File: src/rtl/fetch_hazard_ctrl.sv
// Front-end sequencer for the MIPS pipeline: PC / IF/ID enables, NOP injection and IF/ID flush.
// Handles load-use bubbles, redirects, data-memory busy freezes and halt, with a saturating stall counter.
module fetch_hazard_ctrl #(
   parameter int FLUSH_CYCLES = 1,
   parameter int CNT_W        = 16
) (
   input  logic             clk,
   input  logic             reset,
   input  logic [4:0]       id_rs_in,
   input  logic [4:0]       id_rt_in,
   input  logic             id_uses_rt_in,
   input  logic [4:0]       ex_dest_in,
   input  logic             ex_mem_re_in,
   input  logic             redirect_in,
   input  logic             mem_busy_in,
   input  logic             halt_in,
   output logic             pc_en_out,
   output logic             ifid_en_out,
   output logic             nop_sel_out,
   output logic             flush_out,
   output logic             halted_out,
   output logic [CNT_W-1:0] stall_count_out,
   output logic [1:0]       state_out
);

   typedef enum logic [1:0] {
      RUN        = 2'd0,
      LOAD_STALL = 2'd1,
      FLUSH      = 2'd2,
      HALT       = 2'd3
   } state_t;

   localparam logic [2:0] FLUSH_INIT = 3'(FLUSH_CYCLES - 1);

   state_t           state;
   state_t           next_state;
   logic [2:0]       flush_cnt;
   logic [2:0]       next_flush_cnt;
   logic [CNT_W-1:0] stall_cnt;
   logic             hz;

   // Register zero is never a real dependency, so a load targeting $0 causes no bubble.
   assign hz = ex_mem_re_in & (ex_dest_in != 5'd0) &
               ((ex_dest_in == id_rs_in) | (id_uses_rt_in & (ex_dest_in == id_rt_in)));

   always_comb begin
      pc_en_out      = 1'b1;
      ifid_en_out    = 1'b1;
      nop_sel_out    = 1'b0;
      flush_out      = 1'b0;
      halted_out     = 1'b0;
      next_state     = state;
      next_flush_cnt = flush_cnt;
      if (reset) begin
         pc_en_out   = 1'b0;
         ifid_en_out = 1'b0;
         nop_sel_out = 1'b1;
         flush_out   = 1'b1;
      end else if (state == HALT) begin
         pc_en_out   = 1'b0;
         ifid_en_out = 1'b0;
         nop_sel_out = 1'b1;
         halted_out  = 1'b1;
      end else if (mem_busy_in) begin
         pc_en_out   = 1'b0;
         ifid_en_out = 1'b0;
      end else if (redirect_in) begin
         nop_sel_out = 1'b1;
         flush_out   = 1'b1;
         if (FLUSH_CYCLES == 1) begin
            next_state = RUN;
         end else begin
            next_state     = FLUSH;
            next_flush_cnt = FLUSH_INIT;
         end
      end else if (state == FLUSH) begin
         // ID holds wrong-path instructions here, so halt and hazards are ignored.
         nop_sel_out    = 1'b1;
         flush_out      = 1'b1;
         next_flush_cnt = flush_cnt - 3'd1;
         if (flush_cnt == 3'd1) begin
            next_state = RUN;
         end
      end else if (halt_in) begin
         pc_en_out   = 1'b0;
         ifid_en_out = 1'b0;
         nop_sel_out = 1'b1;
         next_state  = HALT;
      end else if ((state == RUN) && hz) begin
         pc_en_out   = 1'b0;
         ifid_en_out = 1'b0;
         nop_sel_out = 1'b1;
         next_state  = LOAD_STALL;
      end else begin
         next_state = RUN;
      end
   end

   always_ff @(posedge clk) begin
      if (reset) begin
         state     <= RUN;
         flush_cnt <= 3'd0;
         stall_cnt <= '0;
      end else begin
         state     <= next_state;
         flush_cnt <= next_flush_cnt;
         if (!pc_en_out && (state != HALT) && (stall_cnt != {CNT_W{1'b1}})) begin
            stall_cnt <= stall_cnt + 1'b1;
         end
      end
   end

   assign stall_count_out = stall_cnt;
   assign state_out       = state;

endmodule

File: config.mk
export PLATFORM = sky130hd
export DESIGN_NAME = fetch_hazard_ctrl
export DESIGN_NICKNAME = d
export VERILOG_FILES = /design/src/rtl/fetch_hazard_ctrl.sv
export SDC_FILE = /design/constraint.sdc
export NUM_CORES = 1
export LEC_CHECK = 0
export ABC_CLOCK_PERIOD_IN_PS = 1850
export BUFFER_PORTS_ARGS = -buffer_cell sky130_fd_sc_hd__buf_4
export CAP_MARGIN = 10
export CELL_PAD_IN_SITES_DETAIL_PLACEMENT = 0
export CELL_PAD_IN_SITES_GLOBAL_PLACEMENT = 1
export CORE_MARGIN = 8
export CORE_UTILIZATION = 32
export CTS_CLUSTER_SIZE = 28
export DETAILED_ROUTE_END_ITERATION = 16
export GPL_ROUTABILITY_DRIVEN = 0
export PLACE_DENSITY = 0.81
export SLEW_MARGIN = 15
export SYNTH_ARGS = -nofsm -noshare
export SYNTH_HDL_FRONTEND = slang
export SYNTH_SLANG_ARGS = --single-unit
File: constraint.sdc
create_clock -name clk -period 1.85 [get_ports clk]
set_input_delay 0.0925 -clock clk [delete_from_list [all_inputs] [get_ports clk]]
set_output_delay 0.0925 -clock clk [all_outputs]
set_load 0.02 [all_outputs]
# Word-level counts from Yosys, hierarchy flattened
# Cells that the tools add are included.
[op_classes] muxes=26 addsub=2 n_bitwise=7 eq_ne=8 n_reduce_logical=8
[op_table] operator="two-way mux 1 bit" count=22
[op_table] operator="adder 16 x 1 -> 16 bit, second input constant" count=1
[op_table] operator="inequality test 16 bit, second input constant" count=1
[op_table] operator="== test 5 bit" count=2
[op_table] operator="two-way mux 2 bit" count=4
[op_table] operator="nonzero test 5 bit" count=1
[op_table] operator="== test 2 bit, second input constant" count=2
[op_table] operator="AND reduction 4 bit" count=1
[op_table] operator="AND 1 bit" count=3
[op_table] operator="== test 3 x 1 -> 1 bit, second input constant" count=1
[op_table] operator="logical AND 1 bit" count=3
[op_table] operator="inequality test 3 x 2 -> 1 bit, second input constant" count=1
[op_table] operator="inverter 1 bit" count=3
[op_table] operator="AND reduction 3 bit" count=1
[op_table] operator="subtractor 3 x 1 -> 3 bit, second input constant" count=1
[op_table] operator="zero test 2 bit" count=1
[op_table] operator="inequality test 2 bit, second input constant" count=1
[op_table] operator="zero test 1 bit" count=1
[op_table] operator="OR 1 bit" count=1
[totals] regBits=21 wordCells=54 input_bits=22 output_inout_bits=23

# Depth between registers and ports, before layout
[depth] depth_word=15 ltp_mapped=9 mapped_depth_nobuf=7

# Least setup slack after synthesis
# OpenSTA, ideal clock, no wires.
[synth_timing] path_type="register -> register" start="reg stall_cnt[0] (netlist: stall_count_out[0])" end="reg stall_cnt[13] (netlist: stall_count_out[13])" synth_period_minus_slack_ns=2.092 required_time_ns=1.729 n_path_buf=1 arrival_ns=1.970 stages_incl_launch_ff=9 setup_ns=0.121 setup_slack_ns=-0.242 path_cell_list="dfxtp_1 > ha_1 > nand3_1 > nor4_1 > nor4_2 > a21oi_2 > buf_6 > nor4_2 > mux2_4"
[synth_between] elab_chain_cells=2 elab_cells_between_ends=3 classes_between="add/sub (1); eq/ne (1); reduce/logical (1)"
[synth_lines] element="start, declared" line_no="39" source="logic [CNT_W-1:0] stall_cnt;"
[synth_lines] element="start signal, assigned" line_no="108" source="stall_cnt <= stall_cnt + 1'b1;"
[synth_lines] element="branches (longest 2 deep; another with adder 16 x 1 -> 16 bit)"
# Several ways; the timed one is not identified.
# A chain may end at the register's enable or synchronous reset.

# Final worst setup path
[layout_timing] start="reg stall_cnt[0] (netlist: stall_count_out[0])" end="reg stall_cnt[15] (netlist: stall_count_out[15])"
# Same word-level chain as after synthesis.

==> parameters.txt <==
Parameter                              Value

Status
  Outcome ... finished with violations
  Violated checks ... setup timing

Logic synthesis
  Number of distinct library cells after synthesis ... between 40 and 50
  Syn nets ... 186
  Yosys warns ... 0
  Synth top area share ... 0.316
  Most used DFF post-synth ... dfxtp_1
  Mapped cell area ... around 0.0013 sq mm
  Post-synthesis async set-or-reset flop share ... 0
  Biggest area contributors in the synthesized netlist ... dfxtp_1 (32%), xnor2_1 (7.2%), a21oi_1 (5.6%)
  Synth Area per Inst ... 8.27 sq um
  Count of flip-flops with a built-in enable after synthesis ... 0
  Synthesis-stage register bit count ... 21
  Gate count after technology mapping ... 161
  Yosys top cell by area ... dfxtp_1
  Sequential cell area fraction in the yosys report ... 0.316

Floorplanning
  Initial core utilization ... 0.333
  Die W ... 80.5 um
  Std cell rows ... 23
  Die height ... 80.5 um
  Die area ... approximately 0.0065 sq mm
  Core region area ... 0.00400 sq mm
  # IOs ... 45

Hold path
  Hold Crit Class ... primary input to register
  Worst Hold Depth ... 2

STA
  Fmax ... 526 MHz
  Setup repair after global routing missed its margin ... true
  Worst max-slew margin expressed relative to the limit ... 0.750
  Final-report setup violation count ... 3
  Final worst setup slack ... -0.0498 ns
  Final critical-path required period ... 1.90 ns
  Number of max-slew violations in the final report ... 0
  Worst-case clock skew ... 0.00284 ns
  Number of hold violations in the final report ... 0
  Crit share post-route ... 1.03
  Actual slew at the worst max-slew pin ... 0.371 ns
  Post-Route Hold Slack ... 0.0919 ns

Clock tree
  Root Buffer Master ... clkbuf_8
  Maximum root-to-sink buffer count ... 2
  Number of buffers inserted for hold repair after clock tree synthesis ... 0
  Clock slew at the register clock pins of the worst setup and hold paths ... approximately 0.080 ns
  TritonCTS clock tree ... yes
  H-tree depth reported by CTS ... 1
  Clock latency on the worst-skew pair ... 0.26 ns
  Num CTS Buffers ... 3
  Sink count of the clock tree ... 21

Routing
  Average vias per placed instance ... 5.06
  Number of vias after detailed routing ... 1461
  Length of the first detailed-routing pass in iterations ... 4
  WL final ... a little under 4 mm
  Post-route antenna net violation count ... 0
  Iteration-0 DRC count of the detailed router ... between 40 and 50
  Wire length per cell ... 13.4 um
  Remaining design rule violation count ... 0

Cells and area
  Synthesis-to-layout area growth ... 67.5%
  Count of nets after finishing ... around 270
  Share of the core filled with cells ... 0.557
  Non-Filler Instances ... 289
  N_diodes ... 0
  Share of post-route cells with drive strength above 1 ... 0.561

Global route
  Initial antenna violation count ... 0
  Aggregate global-route resource usage ... 0.118
  Wire length of the first global-routing pass ... about 6.3 mm
  Total overflow reported by the global router ... 0
  Number of global-route vias before repair ... 1453
  Pin count of the biggest net entering global routing ... 19

Worst setup path
  Required time of the critical path ... 2.00 ns
  Kind of start point of the critical path ... register
  R2R Setup Slk ... -0.05 ns
  Crit path arrival time ... 2.05 ns
  CP Capture Type ... register
  Worst-case reg-to-reg path depth ... 9
  Critical path class ... register to register
  Highest fanout seen on the critical path ... 6

Place
  Total half-perimeter wirelength after legalization and detailed placement ... 2.88 mm
  Pre-CTS setup slack ... -0.111 ns
  Total placed cells including tap cells ... 273
  Port-buffer cells ... 44

Pwr
  Pwr Density ... 473 mW/mm^2
  Reported leakage power ... approximately 0.00091 uW
  Switching Fraction ... 0.281
  Sw power ... 296 uW
  Gate power share ... 0.261
  Pint ... between 700 and 800 uW
  Sequential share of power ... 0.450
  Clock network power share ... 0.289
  Total power after layout ... 1060 uW
  IR Drop Worst-Case VDD ... between 0.2 and 0.3 mV

Run
  Max cap viols ... 0
[cell usage after synthesis, drive strengths merged, types with 3 or more instances]
| master | instances |
|---|---|
| dfxtp | 21 |
| a21oi | 16 |
| nand2 | 12 |
| nor2 | 12 |
| xnor2 | 11 |
| o21ai | 8 |
| buf | 7 |
| inv | 7 |
| nand3 | 7 |
| or4 | 6 |
| nand4 | 5 |
| or3 | 5 |
| nor4 | 4 |
| o31ai | 4 |
| ha | 3 |
| nor2b | 3 |
[worst max-delay path, cell delays in order (launching register included)]
cell and delay [ns]:
dfxtp_4 0.36, ha_4 0.14, nand3_4 0.07, nor4_4 0.34, nor4_2 0.08, a21oi_2 0.19, buf_12 0.15, buf_8 0.12
nor4_4 0.04, mux2_4 0.30
[power by group through the flow]
stage,Clock [uW],Combinational (uW),Sequential [uW]
final,305,275,475
after global routing,335,299,476
after CTS,318,260,475
after detailed placement,0,238,485
after global placement,0,236,485
after floorplan,0,108,504
[path summary, 6_finish.rpt]
kind	startpoint	endpoint
setup / recovery	stall_count_out[0]$_SDFFE_PP0P_	stall_count_out[15]$_SDFFE_PP0P_
setup reg to reg	stall_count_out[0]$_SDFFE_PP0P_	stall_count_out[15]$_SDFFE_PP0P_
hold / removal	reset	state_out[0]$_SDFFE_PP0P_
hold reg to reg	flush_cnt[1]$_SDFFE_PP0P_	flush_cnt[1]$_SDFFE_PP0P_
[kinds of logic (layout without fill, tap and decap cells)]
family / Yosys count / count (layout) / share of synthesized area
buffers and inverters: 16 / 94 / 0.0677
AOI/OAI and AO/OA: 43 / 43 / 0.208
adders and majority gates: 3 / 3 / 0.0282
DFF: 21 / 21 / 0.316
xor gates and xnor gates: 13 / 13 / 0.0855
and+or+nand+nor: 61 / 61 / 0.260
muxes: 4 / 4 / 0.0348
[metal layers]
layer,part of all wire,GRT usage
met1,0.44,0.129
met2,0.52,0.221
met3,0.035,0.0257
met4,0.0044,0.0291
met5,0,0
[registers in the layout, summed over array words and instances, names as in the netlist]
register	count
stall_count_out	16
flush_cnt	3
state_out	2
[repair_timing]
action	in CTS	in global routing
buffers inserted	10	2
endpoints found under the setup margin	9	16
resized for setup	23	18
pin swaps	19	12
[placed cells by master, fill, tap and decap left out, drive strengths merged, types with 2 or more instances in the layout]
cell and n:
mux2 2, ha 3, clkbuf 3, nand2 12, nor2b 3, nand2b 2
xor2 2, dfxtp 21, or3 5, nor4 4, a31oi 2, nor2 12
or4 6, a21oi 16, nand3 7, mux2i 2, nand4 5, xnor2 11
buf 83, o21ai 8, inv 7, nor3 2, o31ai 4, a211oi 2
[per-stage QoR]
step	area [sq um]	setup TNS (ns)
floorplan	1370	0
global placement	1930	-0.0326
detailed placement	1930	-0.383
CTS	2150	-0.560
global route	2230	-0.407
finish	2230	-0.104
[area by class of cell]
class	instances	area, sq um
tap	50	62.6
timing repair buffer	83	667
multi-input combinational	124	987
inverter	7	26.3
clock buffer	3	41.3
fill	369	1770
sequential	21	440
clock inverter	1	5.00
Power figures use the tool's default switching activity.
